[config.mk]
export PLATFORM = sky130hd
export DESIGN_NAME = ctrl_pipeline
export DESIGN_NICKNAME = d
export VERILOG_FILES = /design/src/rtl/ctrl_pkg.sv /design/src/rtl/load_use_detect.sv /design/src/rtl/ctrl_pipeline.sv
export SDC_FILE = /design/constraint.sdc
export NUM_CORES = 1
export LEC_CHECK = 0
export CAP_MARGIN = 30
export CORE_ASPECT_RATIO = 2
export CORE_MARGIN = 3
export CORE_UTILIZATION = 45
export DETAILED_ROUTE_END_ITERATION = 8
export PLACE_DENSITY = 0.84
export SLEW_MARGIN = 10
export SYNTH_ARGS = -nofsm -noshare
export SYNTH_HDL_FRONTEND = slang
export SYNTH_SLANG_ARGS = --single-unit
[constraint.sdc]
create_clock -name clk -period 3.52 [get_ports clk]
set_input_delay 1.056 -clock clk [delete_from_list [all_inputs] [get_ports clk]]
set_output_delay 1.056 -clock clk [all_outputs]
set_load 0.01 [all_outputs]
[src/rtl/ctrl_pkg.sv]
// Shared control-path types and constants for the ID/EX/MEM/WB control pipeline.
// Used by ctrl_pipeline and load_use_detect.
package ctrl_pkg;

    localparam logic [6:0] OPC_ALU_R     = 7'b0110011;
    localparam logic [6:0] OPC_ALU_I     = 7'b0010011;
    localparam logic [6:0] OPC_BRANCH_EQ = 7'b1100011;
    localparam logic [6:0] OPC_JUMP      = 7'b1101111;
    localparam logic [6:0] OPC_LOAD      = 7'b0000011;
    localparam logic [6:0] OPC_STORE     = 7'b0100011;

    typedef enum logic [1:0] {
        ALUOP_ADD    = 2'b00,
        ALUOP_SUB    = 2'b01,
        ALUOP_R_TYPE = 2'b10
    } alu_op_e;

    typedef struct packed {
        logic [1:0] alu_op;
        logic       alu_src;
        logic       branch;
        logic       mem_read;
        logic       mem_2_reg;
        logic       mem_write;
        logic       reg_write;
        logic       jump;
        logic [4:0] rd;
    } id_ex_ctrl_t;

    typedef struct packed {
        logic       mem_read;
        logic       mem_write;
        logic       mem_2_reg;
        logic       reg_write;
        logic [4:0] rd;
    } ex_mem_ctrl_t;

    typedef struct packed {
        logic       reg_write;
        logic       mem_2_reg;
        logic [4:0] rd;
    } mem_wb_ctrl_t;

    localparam id_ex_ctrl_t  BUBBLE_CTRL        = '0;
    localparam ex_mem_ctrl_t BUBBLE_EX_MEM_CTRL = '0;
    localparam mem_wb_ctrl_t BUBBLE_MEM_WB_CTRL = '0;

    function automatic ex_mem_ctrl_t to_ex_mem(input id_ex_ctrl_t c);
        ex_mem_ctrl_t r;
        r.mem_read  = c.mem_read;
        r.mem_write = c.mem_write;
        r.mem_2_reg = c.mem_2_reg;
        r.reg_write = c.reg_write;
        r.rd        = c.rd;
        return r;
    endfunction

    function automatic mem_wb_ctrl_t to_mem_wb(input ex_mem_ctrl_t c);
        mem_wb_ctrl_t r;
        r.reg_write = c.reg_write;
        r.mem_2_reg = c.mem_2_reg;
        r.rd        = c.rd;
        return r;
    endfunction

endpackage

[src/rtl/load_use_detect.sv]
// Load-use hazard detector: flags an ID instruction that reads the destination
// of a load currently in EX.
module load_use_detect
    import ctrl_pkg::*;
#(
    parameter logic [4:0] ZERO_REG = 5'd0
) (
    input  logic       ex_mem_read_i,
    input  logic [4:0] ex_rd_i,
    input  logic [4:0] id_rs1_i,
    input  logic [4:0] id_rs2_i,
    output logic       stall_o
);

    logic rs_match;

    assign rs_match = (ex_rd_i == id_rs1_i) | (ex_rd_i == id_rs2_i);
    assign stall_o  = ex_mem_read_i & (ex_rd_i != ZERO_REG) & rs_match;

endmodule

[src/rtl/ctrl_pipeline.sv]
// Control pipeline ID/EX -> EX/MEM -> MEM/WB with load-use stall, IF/ID flush and hold.
// Optional CTRL_PIPE_PERF_CNT_EN adds stall_cnt/flush_cnt performance counters.
module ctrl_pipeline
    import ctrl_pkg::*;
#(
    parameter logic [4:0] ZERO_REG = 5'd0
) (
    input  logic        clk,
    input  logic        rst,
    input  logic        hold,
    input  logic [1:0]  id_alu_op,
    input  logic        id_alu_src,
    input  logic        id_branch,
    input  logic        id_mem_read,
    input  logic        id_mem_2_reg,
    input  logic        id_mem_write,
    input  logic        id_reg_write,
    input  logic        id_jump,
    input  logic        id_flush,
    input  logic [4:0]  id_rs1,
    input  logic [4:0]  id_rs2,
    input  logic [4:0]  id_rd,
    output logic [1:0]  ex_alu_op,
    output logic        ex_alu_src,
    output logic [4:0]  ex_rd,
    output logic        mem_mem_read,
    output logic        mem_mem_write,
    output logic [4:0]  mem_rd,
    output logic        mem_reg_write,
    output logic        wb_reg_write,
    output logic        wb_mem_2_reg,
    output logic [4:0]  wb_rd,
    output logic        pc_write,
    output logic        if_id_write,
    output logic        if_id_flush
`ifdef CTRL_PIPE_PERF_CNT_EN
    ,
    output logic [31:0] stall_cnt,
    output logic [31:0] flush_cnt
`endif
);

    id_ex_ctrl_t  id_ex_q,  id_ex_d;
    ex_mem_ctrl_t ex_mem_q, ex_mem_d;
    mem_wb_ctrl_t mem_wb_q, mem_wb_d;
    logic         stall;

    load_use_detect #(
        .ZERO_REG (ZERO_REG)
    ) u_load_use_detect (
        .ex_mem_read_i (id_ex_q.mem_read),
        .ex_rd_i       (id_ex_q.rd),
        .id_rs1_i      (id_rs1),
        .id_rs2_i      (id_rs2),
        .stall_o       (stall)
    );

    always_comb begin
        id_ex_d           = BUBBLE_CTRL;
        id_ex_d.alu_op    = id_alu_op;
        id_ex_d.alu_src   = id_alu_src;
        id_ex_d.branch    = id_branch;
        id_ex_d.mem_read  = id_mem_read;
        id_ex_d.mem_2_reg = id_mem_2_reg;
        id_ex_d.mem_write = id_mem_write;
        id_ex_d.reg_write = id_reg_write;
        id_ex_d.jump      = id_jump;
        id_ex_d.rd        = id_rd;
        if (stall) begin
            id_ex_d = BUBBLE_CTRL;
        end
        ex_mem_d = to_ex_mem(id_ex_q);
        mem_wb_d = to_mem_wb(ex_mem_q);
    end

    always_ff @(posedge clk) begin
        if (rst) begin
            id_ex_q  <= BUBBLE_CTRL;
            ex_mem_q <= BUBBLE_EX_MEM_CTRL;
            mem_wb_q <= BUBBLE_MEM_WB_CTRL;
        end else if (!hold) begin
            id_ex_q  <= id_ex_d;
            ex_mem_q <= ex_mem_d;
            mem_wb_q <= mem_wb_d;
        end
    end

    // Stall outranks flush: the branch compare may depend on the load still in EX.
    assign pc_write    = rst | (~hold & ~stall);
    assign if_id_write = rst | (~hold & ~stall);
    assign if_id_flush = ~rst & ~hold & ~stall & id_flush;

    assign ex_alu_op     = id_ex_q.alu_op;
    assign ex_alu_src    = id_ex_q.alu_src;
    assign ex_rd         = id_ex_q.rd;
    assign mem_mem_read  = ex_mem_q.mem_read;
    assign mem_mem_write = ex_mem_q.mem_write;
    assign mem_rd        = ex_mem_q.rd;
    assign mem_reg_write = ex_mem_q.reg_write;
    assign wb_reg_write  = mem_wb_q.reg_write;
    assign wb_mem_2_reg  = mem_wb_q.mem_2_reg;
    assign wb_rd         = mem_wb_q.rd;

    // branch/jump ride in ID/EX for visibility but are resolved in ID.
    logic unused_id_ex_bits;
    assign unused_id_ex_bits = id_ex_q.branch ^ id_ex_q.jump;

`ifdef CTRL_PIPE_PERF_CNT_EN
    logic [31:0] stall_cnt_q, stall_cnt_d;
    logic [31:0] flush_cnt_q, flush_cnt_d;

    always_comb begin
        stall_cnt_d = stall_cnt_q + {31'd0, stall};
        flush_cnt_d = flush_cnt_q + {31'd0, if_id_flush};
    end

    always_ff @(posedge clk) begin
        if (rst) begin
            stall_cnt_q <= '0;
            flush_cnt_q <= '0;
        end else if (!hold) begin
            stall_cnt_q <= stall_cnt_d;
            flush_cnt_q <= flush_cnt_d;
        end
    end

    assign stall_cnt = stall_cnt_q;
    assign flush_cnt = flush_cnt_q;
`endif

endmodule

==> flow_summary.toml, run 1 <==
[outcome]
outcome = "finished, final reports clean"

[floorplanning]
die_w_um = 46.4
die_area_mm2 = 0.00402
rows = 28
core_mm2 = 0.00305
initial_core_util = 0.482
io_pins = 54
die_h_um = 86.8

[route]
wl_um = 3020
drt_iter0_drc = 15
drtAntennaViolNets = 0
vias = 1299
wl_per_cell_um = 12.3
dr.pass1.iters = 4
drc = 0
routed_via_density = 5.28

[cells_and_area]
area_delta_synth_final_pct = 33.4
fin_util = 0.642
final_area_mm2 = 0.00196
fin_nets = 245
num_antenna_cells = 0
layout-drive-gt1-share = 0.0880

[logic_synthesis]
synth_cell_types = 21
synth_edf_count = 0
ys_ff_latch = 28
yosys-top-cells-area = "dfxtp_1 (38%), mux2i_1 (11%), nor2_1 (7.4%)"
synth_nets = 207
synth_top_area_share = 0.382
synthTopCellsByCount = "nor2_1 (29), dfxtp_1 (28), mux2i_1 (16), nand2_1 (16)"
yosysSeqAreaShare = 0.382
async_reset_ff_frac = 0
yosysTopAreaCell = "dfxtp_1"
syn_avg_cell_area_um2 = 8.20
synth.most_common_cell = "nor2_1"
synth_area_mm2 = 0.00147
synthFlopType = "dfxtp_1"
synthCells = 179
yosys_warnings = 0

[hold_path]
min_path_type = "register to register"

[cts]
cts_tree = "yes"
htree_levels = 1
cts_root_buf = "clkbuf_8"
insertion_delay_ns = 0.27
path_clk_slew_ns = 0.09
cts_num_sinks = 28
cts_buffer_depth = 2
postCtsHoldBufs = 0
cts_buffers = 3

[worst_setup_path]
path_class = "input pin to output pin"
cp-start-kind = "input pin"
path_max_fanout = 2
critical_path.cell_chain = "clkdlybuf4s50_1 > xnor2_1 > nand3_1 > o22ai_4 > a21oi_1 > dlygate4sd2_1"
worstSetupEndpointType = "output pin"
required_ns = 2.46
r2r_setup_slack_ns = 1.83
worst_path_max_delay_cell = "clkdlybuf4s50_1"
worst-path-buf-inv = 2
critPathTopFamily = "buffers and inverters"
cp.arrival_ns = 2.36
slowest_delay_ns = 0.47

[job]
drv_cap = 0

[sta]
period_share = 0.969
finClkSkew_ns = 0.00153
whs_ns = 0.499
tightest_slew_ns = 0.442
fmax_mhz = 293
fin_ws_ns = 0.109
final_hold_viol_count = 0
rsz0062_at_grt = "false"
slew_viol_final = 0
relSlewSlack = 0.705
finalSetupViolCount = 0
fin_crit_ns = 3.41

[placed_design]
place_hpwl_um = 2210
portBuffers = 51
place_ws_ns = -0.200
routabilityCongestion = 0.724
placed_cell_area_mm2 = 0.00189

[grt]
grt_pass1_wl_um = 5260
antenna_found_initial = 0
grt_max_degree = 49
grt_overflow = 0
grt_pass1_vias = 1220
grt_usage = 0.171

[pwr]
p_per_area_mw_per_mm2 = 386
ir_drop_v = 0.000288
p_leak_uw = 0.000804
power.total_uw = 756
==> cell type report <==
cell class,instances,area (um2)
Tap cell,30,37.5
Sequential cell,28,561
Fill cell,250,1090
Clock buffer,4,55.1
Multi-Input combinational cell,114,714
Timing Repair Buffer,58,546
Inverter,12,45.0
==> report_power, final <==
group,switching [uW],total (uW),internal [uW]
Sequential,24.7,366,341
Combinational,86.1,195,109
Clock,94.8,195,100
==> cell families after synthesis <==
group,share of synthesized area
and+or+nand+nor,0.175
buffers and inverters,0.136
DFF,0.382
muxes,0.109
AOI/OAI and AO/OA,0.138
xor gates and xnor gates,0.0597
==> worst reg2reg max path, cell delays in order, from the launching register on <==
cell,delay [ns]
dfxtp_1,0.54
xnor2_1,0.12
nand3_1,0.14
o22ai_4,0.09
buf_6,0.12
buf_4,0.12
buf_4,0.17
o41ai_1,0.27
==> layer usage <==
| layer | vias to the layer above | global-route usage | wire length (um) |
|---|---|---|---|
| met5 | - | 0 | 0 |
| met4 | 0 | 0.0648 | 70 |
| met3 | 6 | 0.0146 | 140 |
| met2 | 35 | 0.304 | 1640 |
| met1 | 596 | 0.200 | 1170 |
| li1 | 662 | - | - |
==> placed cells by master (no fill, tap or decap) <==
master,Yosys,layout
buf_2,2,2
nand2_1,16,16
or4_4,1,1
mux2i_1,16,16
clkdlybuf4s50_1,0,46
o22ai_4,0,1
o41ai_1,11,11
nor2b_1,1,1
clkbuf_8,1,4
a21oi_2,1,1
dlygate4sd2_1,0,1
clkbuf_2,0,2
nand3_1,3,3
dfxtp_1,28,28
buf_4,11,6
a21oi_1,12,12
inv_1,12,12
nor2_1,29,29
buf_6,1,1
xnor2_1,10,10
o221ai_1,1,1
o21ai_4,1,1
nor3_1,11,11
==> worst paths after layout <==
| kind | from | to | cells past startpoint |
|---|---|---|---|
| max | id_rs2[0] | if_id_flush | 6 |
| min | ex_mem_d[6] | ex_mem_q[6] | 2 |
| max reg2reg | ex_rd[3] | ex_alu_src | 7 |
| min reg2reg | ex_mem_d[6] | ex_mem_q[6] | 2 |
==> repair_timing <==
item	in CTS	in global routing
endpoints found under the setup margin	3	2
pin swaps	2	3
hold endpoints to repair	0	0
buffers inserted	2	0
resized for setup	5	4
==> through the flow <==
| stage | instances | TNS [ns] |
|---|---|---|
| global placement | 240 | -0.513 |
| finish | 246 | 0 |
| detailed placement | 240 | -0.577 |
| global route | 246 | 0 |
| CTS | 246 | -0.0190 |
| floorplan | 179 | 0 |
(Power assumes the default switching activity.)
==> run 2: changes to the inputs <==
--- a/config.mk
+++ b/config.mk
@@ -11,7 +11,7 @@
 export CORE_UTILIZATION = 45
 export DETAILED_ROUTE_END_ITERATION = 8
 export PLACE_DENSITY = 0.84
-export SLEW_MARGIN = 10
+export SLEW_MARGIN = 15
 export SYNTH_ARGS = -nofsm -noshare
 export SYNTH_HDL_FRONTEND = slang
 export SYNTH_SLANG_ARGS = --single-unit
==> results of run 2 <==
Final layout, timing and power as in run 1 (identical DEF).
